### src/rtl/serial_rx_if.sv
// rtl/serial_rx_if.sv - CPU read-port bundle for the serial receiver
interface serial_rx_if;
  logic        sel;
  logic        re;
  logic [31:0] addr;
  logic [31:0] dout;

  modport master (output sel, output re, output addr, input dout);
  modport slave  (input sel, input re, input addr, output dout);
endinterface

### src/rtl/serial_rx.sv
// rtl/serial_rx.sv - memory-mapped 8N1 UART receiver with receive FIFO
module serial_rx #(
  parameter int CLK_FREQ   = 10000000,
  parameter int BAUD       = 9600,
  parameter int OVERSAMPLE = 16,
  parameter int FIFO_DEPTH = 16
) (
  input  logic          clock_i,
  input  logic          reset_i,
  input  logic          rx_i,
  serial_rx_if.slave    bus,
  output logic          rx_avail_o,
  output logic          overrun_o,
  output logic          frm_err_o
);

  localparam int DIV = CLK_FREQ / (BAUD * OVERSAMPLE);
  localparam int CW  = (DIV > 1) ? $clog2(DIV) : 1;
  localparam int SW  = $clog2(OVERSAMPLE);
  localparam int AW  = $clog2(FIFO_DEPTH);

  typedef enum logic [2:0] {S_IDLE, S_START, S_DATA, S_STOP, S_BREAK} state_t;

  state_t          state_q, state_d;
  logic            rx_meta_q, rx_sync_q;
  logic [CW-1:0]   tick_cnt_q;
  logic            tick;
  logic [SW-1:0]   s_cnt_q, s_cnt_d;
  logic [2:0]      bit_cnt_q, bit_cnt_d;
  logic [7:0]      shift_q, shift_d;
  logic            push, frm_set;
  logic            start_mid, bit_end;

  logic [7:0]      mem_q [FIFO_DEPTH];
  logic [AW:0]     wr_ptr_q, rd_ptr_q;
  logic            empty, full, pop, ovr_set, stat_clr;
  logic            rd_req, rd_req_q, rd_edge;
  logic            overrun_q, frm_err_q;
  logic [7:0]      head_byte;
  logic            unused_addr;

  assign unused_addr = ^{bus.addr[31:3], bus.addr[1:0]};

  // Two-flop synchroniser; idles high so reset does not look like a start bit.
  always_ff @(posedge clock_i) begin
    if (reset_i) begin
      rx_meta_q <= 1'b1;
      rx_sync_q <= 1'b1;
    end else begin
      rx_meta_q <= rx_i;
      rx_sync_q <= rx_meta_q;
    end
  end

  // Free-running oversample tick divider.
  always_ff @(posedge clock_i) begin
    if (reset_i || tick) tick_cnt_q <= '0;
    else                 tick_cnt_q <= tick_cnt_q + 1'b1;
  end
  assign tick = (tick_cnt_q == CW'(DIV - 1));

  assign start_mid = tick && (s_cnt_q == SW'(OVERSAMPLE / 2 - 1));
  assign bit_end   = tick && (s_cnt_q == SW'(OVERSAMPLE - 1));

  // FSM state register.
  always_ff @(posedge clock_i) begin
    if (reset_i) state_q <= S_IDLE;
    else         state_q <= state_d;
  end

  // FSM next-state logic.
  always_comb begin
    state_d = state_q;
    case (state_q)
      S_IDLE:  if (tick && !rx_sync_q) state_d = S_START;
      S_START: if (start_mid) state_d = rx_sync_q ? S_IDLE : S_DATA;
      S_DATA:  if (bit_end && bit_cnt_q == 3'd7) state_d = S_STOP;
      S_STOP:  if (bit_end) state_d = rx_sync_q ? S_IDLE : S_BREAK;
      S_BREAK: if (tick && rx_sync_q) state_d = S_IDLE;
      default: state_d = S_IDLE;
    endcase
  end

  // FSM outputs: sample counters, shift register and push/framing strobes.
  always_comb begin
    s_cnt_d   = s_cnt_q;
    bit_cnt_d = bit_cnt_q;
    shift_d   = shift_q;
    push      = 1'b0;
    frm_set   = 1'b0;
    case (state_q)
      S_IDLE: begin
        s_cnt_d   = '0;
        bit_cnt_d = '0;
      end
      S_START: if (tick) s_cnt_d = start_mid ? '0 : s_cnt_q + 1'b1;
      S_DATA: if (tick) begin
        s_cnt_d = s_cnt_q + 1'b1;
        if (bit_end) begin
          shift_d   = {rx_sync_q, shift_q[7:1]};
          bit_cnt_d = bit_cnt_q + 1'b1;
        end
      end
      S_STOP: if (tick) begin
        s_cnt_d = s_cnt_q + 1'b1;
        if (bit_end) begin
          push    = rx_sync_q;
          frm_set = !rx_sync_q;
        end
      end
      default: ;
    endcase
  end

  // Receive datapath registers; a reset discards any partial byte.
  always_ff @(posedge clock_i) begin
    if (reset_i) begin
      s_cnt_q   <= '0;
      bit_cnt_q <= '0;
      shift_q   <= '0;
    end else begin
      s_cnt_q   <= s_cnt_d;
      bit_cnt_q <= bit_cnt_d;
      shift_q   <= shift_d;
    end
  end

  assign rd_req   = bus.sel & bus.re;
  assign rd_edge  = rd_req & ~rd_req_q;
  assign empty    = (wr_ptr_q == rd_ptr_q);
  assign full     = (wr_ptr_q[AW] != rd_ptr_q[AW]) && (wr_ptr_q[AW-1:0] == rd_ptr_q[AW-1:0]);
  assign pop      = rd_edge & ~bus.addr[2] & ~empty;
  assign stat_clr = rd_edge & bus.addr[2];
  assign ovr_set  = push & full & ~pop;

  // Registered copy of the read strobe so a held read acts only once.
  always_ff @(posedge clock_i) begin
    if (reset_i) rd_req_q <= 1'b0;
    else         rd_req_q <= rd_req;
  end

  // FIFO pointers; a full FIFO still accepts a push when a pop frees the slot.
  always_ff @(posedge clock_i) begin
    if (reset_i) begin
      wr_ptr_q <= '0;
      rd_ptr_q <= '0;
    end else begin
      if (push && (!full || pop)) wr_ptr_q <= wr_ptr_q + 1'b1;
      if (pop)                    rd_ptr_q <= rd_ptr_q + 1'b1;
    end
  end

  // FIFO storage; contents are never visible while empty, so no reset needed.
  always_ff @(posedge clock_i) begin
    if (push && (!full || pop)) mem_q[wr_ptr_q[AW-1:0]] <= shift_q;
  end

  // Sticky error flags; a same-cycle set beats the STATUS-read clear.
  always_ff @(posedge clock_i) begin
    if (reset_i) begin
      overrun_q <= 1'b0;
      frm_err_q <= 1'b0;
    end else begin
      if (ovr_set)       overrun_q <= 1'b1;
      else if (stat_clr) overrun_q <= 1'b0;
      if (frm_set)       frm_err_q <= 1'b1;
      else if (stat_clr) frm_err_q <= 1'b0;
    end
  end

  assign head_byte  = empty ? 8'h00 : mem_q[rd_ptr_q[AW-1:0]];
  assign rx_avail_o = ~empty;
  assign overrun_o  = overrun_q;
  assign frm_err_o  = frm_err_q;

  // Zero-latency read mux: DATA or STATUS by addr[2].
  always_comb begin
    if (bus.addr[2]) bus.dout = {28'b0, frm_err_q, overrun_q, full, ~empty};
    else             bus.dout = {23'b0, ~empty, head_byte};
  end

endmodule

### src/flat_wrapper.sv
// flat-port wrapper written by rule: the top's interface ports become plain ports
module serial_rx_flat 
#(
  parameter int CLK_FREQ   = 10000000,
  parameter int BAUD       = 9600,
  parameter int OVERSAMPLE = 16,
  parameter int FIFO_DEPTH = 16
)
  (clock_i, reset_i, rx_i, rx_avail_o, overrun_o, frm_err_o, bus_sel, bus_re, bus_addr, bus_dout);
  serial_rx_if bus_i ();
  input  logic clock_i;
  input  logic reset_i;
  input  logic rx_i;
  output logic rx_avail_o;
  output logic overrun_o;
  output logic frm_err_o;
  input wire logic [$bits(bus_i.sel)-1:0] bus_sel;
  input wire logic [$bits(bus_i.re)-1:0] bus_re;
  input wire logic [$bits(bus_i.addr)-1:0] bus_addr;
  output wire logic [$bits(bus_i.dout)-1:0] bus_dout;
  assign bus_i.sel = bus_sel;
  assign bus_i.re = bus_re;
  assign bus_i.addr = bus_addr;
  assign bus_dout = bus_i.dout;
  serial_rx #(.CLK_FREQ(CLK_FREQ), .BAUD(BAUD), .OVERSAMPLE(OVERSAMPLE), .FIFO_DEPTH(FIFO_DEPTH)) u_core (.clock_i(clock_i), .reset_i(reset_i), .rx_i(rx_i), .bus(bus_i), .rx_avail_o(rx_avail_o), .overrun_o(overrun_o), .frm_err_o(frm_err_o));
endmodule
### config.mk
export PLATFORM = sky130hd
export DESIGN_NAME = serial_rx_flat
export DESIGN_NICKNAME = d
export VERILOG_FILES = /design/src/rtl/serial_rx_if.sv /design/src/rtl/serial_rx.sv /design/src/flat_wrapper.sv
export SDC_FILE = /design/constraint.sdc
export NUM_CORES = 1
export LEC_CHECK = 0
export CORE_MARGIN = 2
export CORE_UTILIZATION = 30
export DETAILED_ROUTE_END_ITERATION = 10
export MAX_ROUTING_LAYER = met4
export PLACE_DENSITY_LB_ADDON = 0.08
export SETUP_SLACK_MARGIN = 0.1
export SLEW_MARGIN = 20
export SYNTH_ARGS = -nofsm -noshare
export SYNTH_HDL_FRONTEND = slang
export SYNTH_SLANG_ARGS = --single-unit
### constraint.sdc
create_clock -name clock_i -period 7.4 [get_ports clock_i]
set_clock_uncertainty 0.1 [all_clocks]
set_input_delay 2.22 -clock clock_i [delete_from_list [all_inputs] [get_ports clock_i]]
set_output_delay 2.22 -clock clock_i [all_outputs]
set_load 0.01 [all_outputs]
; ---- After elaboration in Yosys (flattened, before gate mapping)
; Memories as Yosys holds them, arrays and structs flattened. A register that Yosys moved wholly into a read port is not among the register bits.
; Cells that the tools add are included.
[classes]
bitwise_logic = 11
addsub = 5
eq_ne = 20
reduce_logical = 21
n_mux = 30
[op_table]
columns = cell, n
row1 = $mux 3, 8
row2 = $mux 4, 5
row3 = $ne 2x1->1 const B, 9
row4 = $pmux 3 s5, 1
row5 = $pmux 4 s3, 1
row6 = $mux 1, 11
row7 = $add 5x1->5 const B, 2
row8 = $mux 9, 1
row9 = $reduce_and 3->1, 3
row10 = $mux 8, 1
row11 = $add 7x1->7 const B, 1
row12 = $and 1x1->1, 7
row13 = $eq 7x7->1 const B, 1
row14 = $logic_and 1x1->1, 7
row15 = $eq 3x2->1 const B, 2
row16 = $eq 3x3->1 const B, 2
row17 = $pmux 3 s2, 1
row18 = $reduce_bool 2->1, 3
row19 = $eq 5x5->1, 1
row20 = $reduce_and 5->1, 1
row21 = $add 4x1->4 const B, 1
row22 = $eq 4x3->1 const B, 1
row23 = $eq 4x4->1, 1
row24 = $eq 4x4->1 const B, 1
row25 = 10 further kinds, 15
[totals]
out_inout_bits = 35
ff_bits = 40
mem_count = 1
inputBits = 37
ramBits = 128
[mem_list]
columns = name, depth, width, rd, rd_ports_with_merged_regs, wr, line_no
row1 = u_core.mem_q, 16, 8, 1, 1, 1, serial_rx.sv:34  ; logic [7:0] mem_q [FIFO_DEPTH];

; ---- Longest topological paths before layout
[logic_depth]
ltp_word = 8
ltp_mapped = 8
depth_no_buf = 7

; ---- Worst setup path after synthesis
; Ideal clock, no wire load.
[synth_timing]
path_type = input -> output
from = input port bus_addr[2]
to = output port bus_dout[1]
arrival_time_ns = 3.025
cell_stages = 2
path_buffers = 1
required_ns = 5.080
setup_slack_ns = 2.055
cell_sequence = buf_4 -> a2111oi_0
[synth_between]
elab_chain_cells = 1
[synth_lines]
columns = element, line_no
row1 = "start, declared", flat_wrapper.sv:19  ; input wire logic [$bits(bus_i.addr)-1:0] bus_addr;
row2 = $mux 9, serial_rx.sv:178  ; if (bus.addr[2]) bus.dout = {28'b0, frm_err_q, overrun_q, full, ~empty};
row3 = "end, declared", flat_wrapper.sv:20  ; output wire logic [$bits(bus_i.dout)-1:0] bus_dout;
; No other way between the ends.

; ---- Final worst setup path
[layout_timing]
from = input port bus_addr[2]
to = output port bus_dout[4]
; The elaborated chain is that of the path after synthesis.

==> run summary <==
Finished Core Util: 0.3433
Post-cts repair resize count: 0
Post-synth EDFFs: 128
Top cells by area, synth: edfxtp_1, dfxtp_1, mux4_2, mux4_1, buf_4
HPWL Detailed: 10.25 mm
Reg area: 0.004727 mm²
Die X: 159.9 µm
Post-route design area: 0.008275 mm²
Static Leakage: 2.691 nW
Fill count: 2,419
Worst slew margin: 0.3725
TritonCTS clock tree: yes
RSZ-0062 raised after global routing: false
Arrival time worst endpoint: 4.24 ns
Routed WL per cell: 18.89 µm
Crit path max fanout: 10
Buffers added on ports: 17
Clk sinks: 172
Antenna diodes: 0
1st-iter DRT viols: 189
Slew @ Worst Pin: 0.9413 ns
Mapped cell area: 0.007296 mm²
GPL Wtd Cong: 0.7718
Status: completed
DP Area: 0.007716 mm²
Vert. Die Dim: 159.9 µm
Max clock buf depth: 2
Highest Clock Rate: 0.1525 GHz
Sequential share of the synthesized area: 0.6476
Initial antenna violation count: 0
GRT overflow: 0
DRC errors left: 0
Root Driver: clkbuf_16
CP endpoint kind: primary output
Commonest cells after routing, fill and taps aside: edfxtp_1, nor2_1, dfxtp_1, mux4_2, conb_1
Total power: 1.893 mW
Yosys reg bits: 172
Min-delay worst type: reg2reg
Row cnt: 57
Vias/cell: 4.673
Synth area leader: edfxtp_1
Max-slew violation count: 0
Pwr dens: 228.8 mW/mm²
Ys flop type: edfxtp_1
Full die area: 0.02558 mm²
Final Hold Fails: 0
CP Data Required Time: 5.08 ns
Post-synth top area share: 0.5268
Initial core utilization: 0.3027
Clock latency on the worst-skew pair: 0.43 ns
Tmin final: 6.558 ns
DRT antenna net count: 0
Vias in the first global route: 3,984
Clock transition at path regs: 0.07 ns
DR pass1 iterations: 4
Hold_buf cts: 0
Kind of critical path: in2out
GRT Overall Usage: 0.1330
Avg Cell Area, Syn: 15.33 µm²
Setup TNS: 0 ns
# IOs: 72
Min Hold Slack: 0.3173 ns
Fin crit share: 0.8863
Vias: 3,888
Nets: 542
Ys Warns: 0
VDD IR-drop max: 0.1470 mV
Startpoint Class: primary input
Routed WL: 15.71 mm
Setup violators final: 0
CTS buffer count: 17
Largest net degree at the start of global routing: 38
First-pass GRT wire length: 24.27 mm
Synth-to-layout area growth: 13.43%
Cell variety after synth: 52
CORE AREA: 0.02411 mm²
Synthesized instance count: 476
H-tree levels: 4
Share of flip-flops with an asynchronous set or reset: 0
Commonest non-fill, non-tap cell in the layout: edfxtp_1
Maxcap violations: 0
Layout cell share with drive strength beyond 1: 0.1457
Area of the multi-input gates: 0.002333 mm²
Setup Buffers After CTS: 0
[layout make-up]
| type | count | area share |
|---|---|---|
| flip-flops and latches | 172 | 0.5712 |
| clock buffers | 19 | 0.05231 |
| repair buffers | 24 | 0.02691 |
| multi-input cells | 271 | 0.2820 |
| clock inverters | 13 | 0.01451 |
| well taps | 324 | 0.04899 |
| inverters | 9 | 0.004082 |
[state kept, by name (all words and copies together), names as in the netlist, named ones only]
signal             flops
u_core.overrun_o       1
u_core.tick_cnt_q      7
u_core.frm_err_o       1
u_core.state_q         3
u_core.rd_req_q        1
u_core.rd_ptr_q        5
u_core.rx_sync_q       1
u_core.rx_meta_q       1
u_core.s_cnt_q         4
u_core.bit_cnt_q       3
u_core.mem_q         128
u_core.shift_q         8
u_core.wr_ptr_q        5
[cell usage after synthesis, types with 2 or more instances]
cell type and count:
edfxtp_1 128, xor2_1 10, and4_1 9, nand4_1 3, nor3b_1 2, a22oi_1 2, nand3_1 7, and3_1 8
mux4_1 8, mux2_2 2, buf_4 25, nor2b_1 10, o21ai_0 12, mux2i_1 18, nor3_1 2, and2_1 3
nand2b_1 2, nor2_1 46, or2_2 2, a31oi_1 2, o211ai_1 3, buf_2 4, buf_6 3, ha_1 10
a22o_1 2, xnor2_1 6, a2111oi_0 6, or3_1 2, inv_1 9, mux4_2 25, nand2_1 11, nor4_1 5
a211oi_1 7, dfxtp_1 44, a21oi_1 12, clkbuf_1 10
[worst paths after layout]
check / end / start / cells past startpoint / slack (ns)
max: bus_dout[4] / bus_addr[2] / 4 / 0.84
min: u_core.rx_sync_q / u_core.rx_meta_q / 1 / 0.32
max reg2reg: u_core.mem_q[4][4] / u_core.wr_ptr_q[2] / 5 / 4.65
min reg2reg: u_core.rx_sync_q / u_core.rx_meta_q / 1 / 0.32
[metal layers]
layer / GRT usage / up-vias / part of all wire / wire, µm
li1: - / 1821 / - / -
met1: 0.1711 / 2014 / 0.47 / 7334
met2: 0.2145 / 42 / 0.50 / 7839
met3: 0.02753 / 11 / 0.023 / 364
met4: 0.03686 / 0 / 0.011 / 176
met5: - / - / 0 / 0
[report_power, final]
| group | total, mW | switching, mW | internal [mW] | leakage [nW] |
|---|---|---|---|---|
| registers | 1.03 | 0.00271 | 1.02 | 1.54 |
| logic | 0.0204 | 0.0144 | 0.00592 | 0.896 |
| clock network | 0.847 | 0.382 | 0.465 | 0.254 |
| total | 1.89 | 0.399 | 1.49 | 2.69 |
[critical path, stage by stage]
cell and delay [ns]:
clkdlybuf4s50_1 0.70, buf_4 0.30, a2111oi_0 0.38, clkdlybuf4s50_1 0.63
[logic make-up (layout without fill, tap and decap cells)]
group | after synthesis | count (layout) | synth area share
flip-flops | 172 | 172 | 0.6476
adder cells (fa/ha/maj) | 10 | 10 | 0.01715
XOR/XNOR | 16 | 16 | 0.01921
buffers and inverters | 55 | 65 | 0.04939
AO/OA/AOI/OAI | 50 | 50 | 0.04459
other | 1 | 23 | 0.0005140
multiplexers | 53 | 53 | 0.1338
AND/OR/NAND/NOR | 119 | 119 | 0.08781
[through the flow]
step / setup slack [ns] / std cells
2_1_floorplan: 2.055 / 498
3_3_place_gp: 0.8151 / 800
3_5_place_dp: 0.7909 / 800
4_1_cts: 0.7824 / 832
5_1_grt: 0.7038 / 832
6_report: 0.8416 / 832
(Power assumes the default switching activity.)
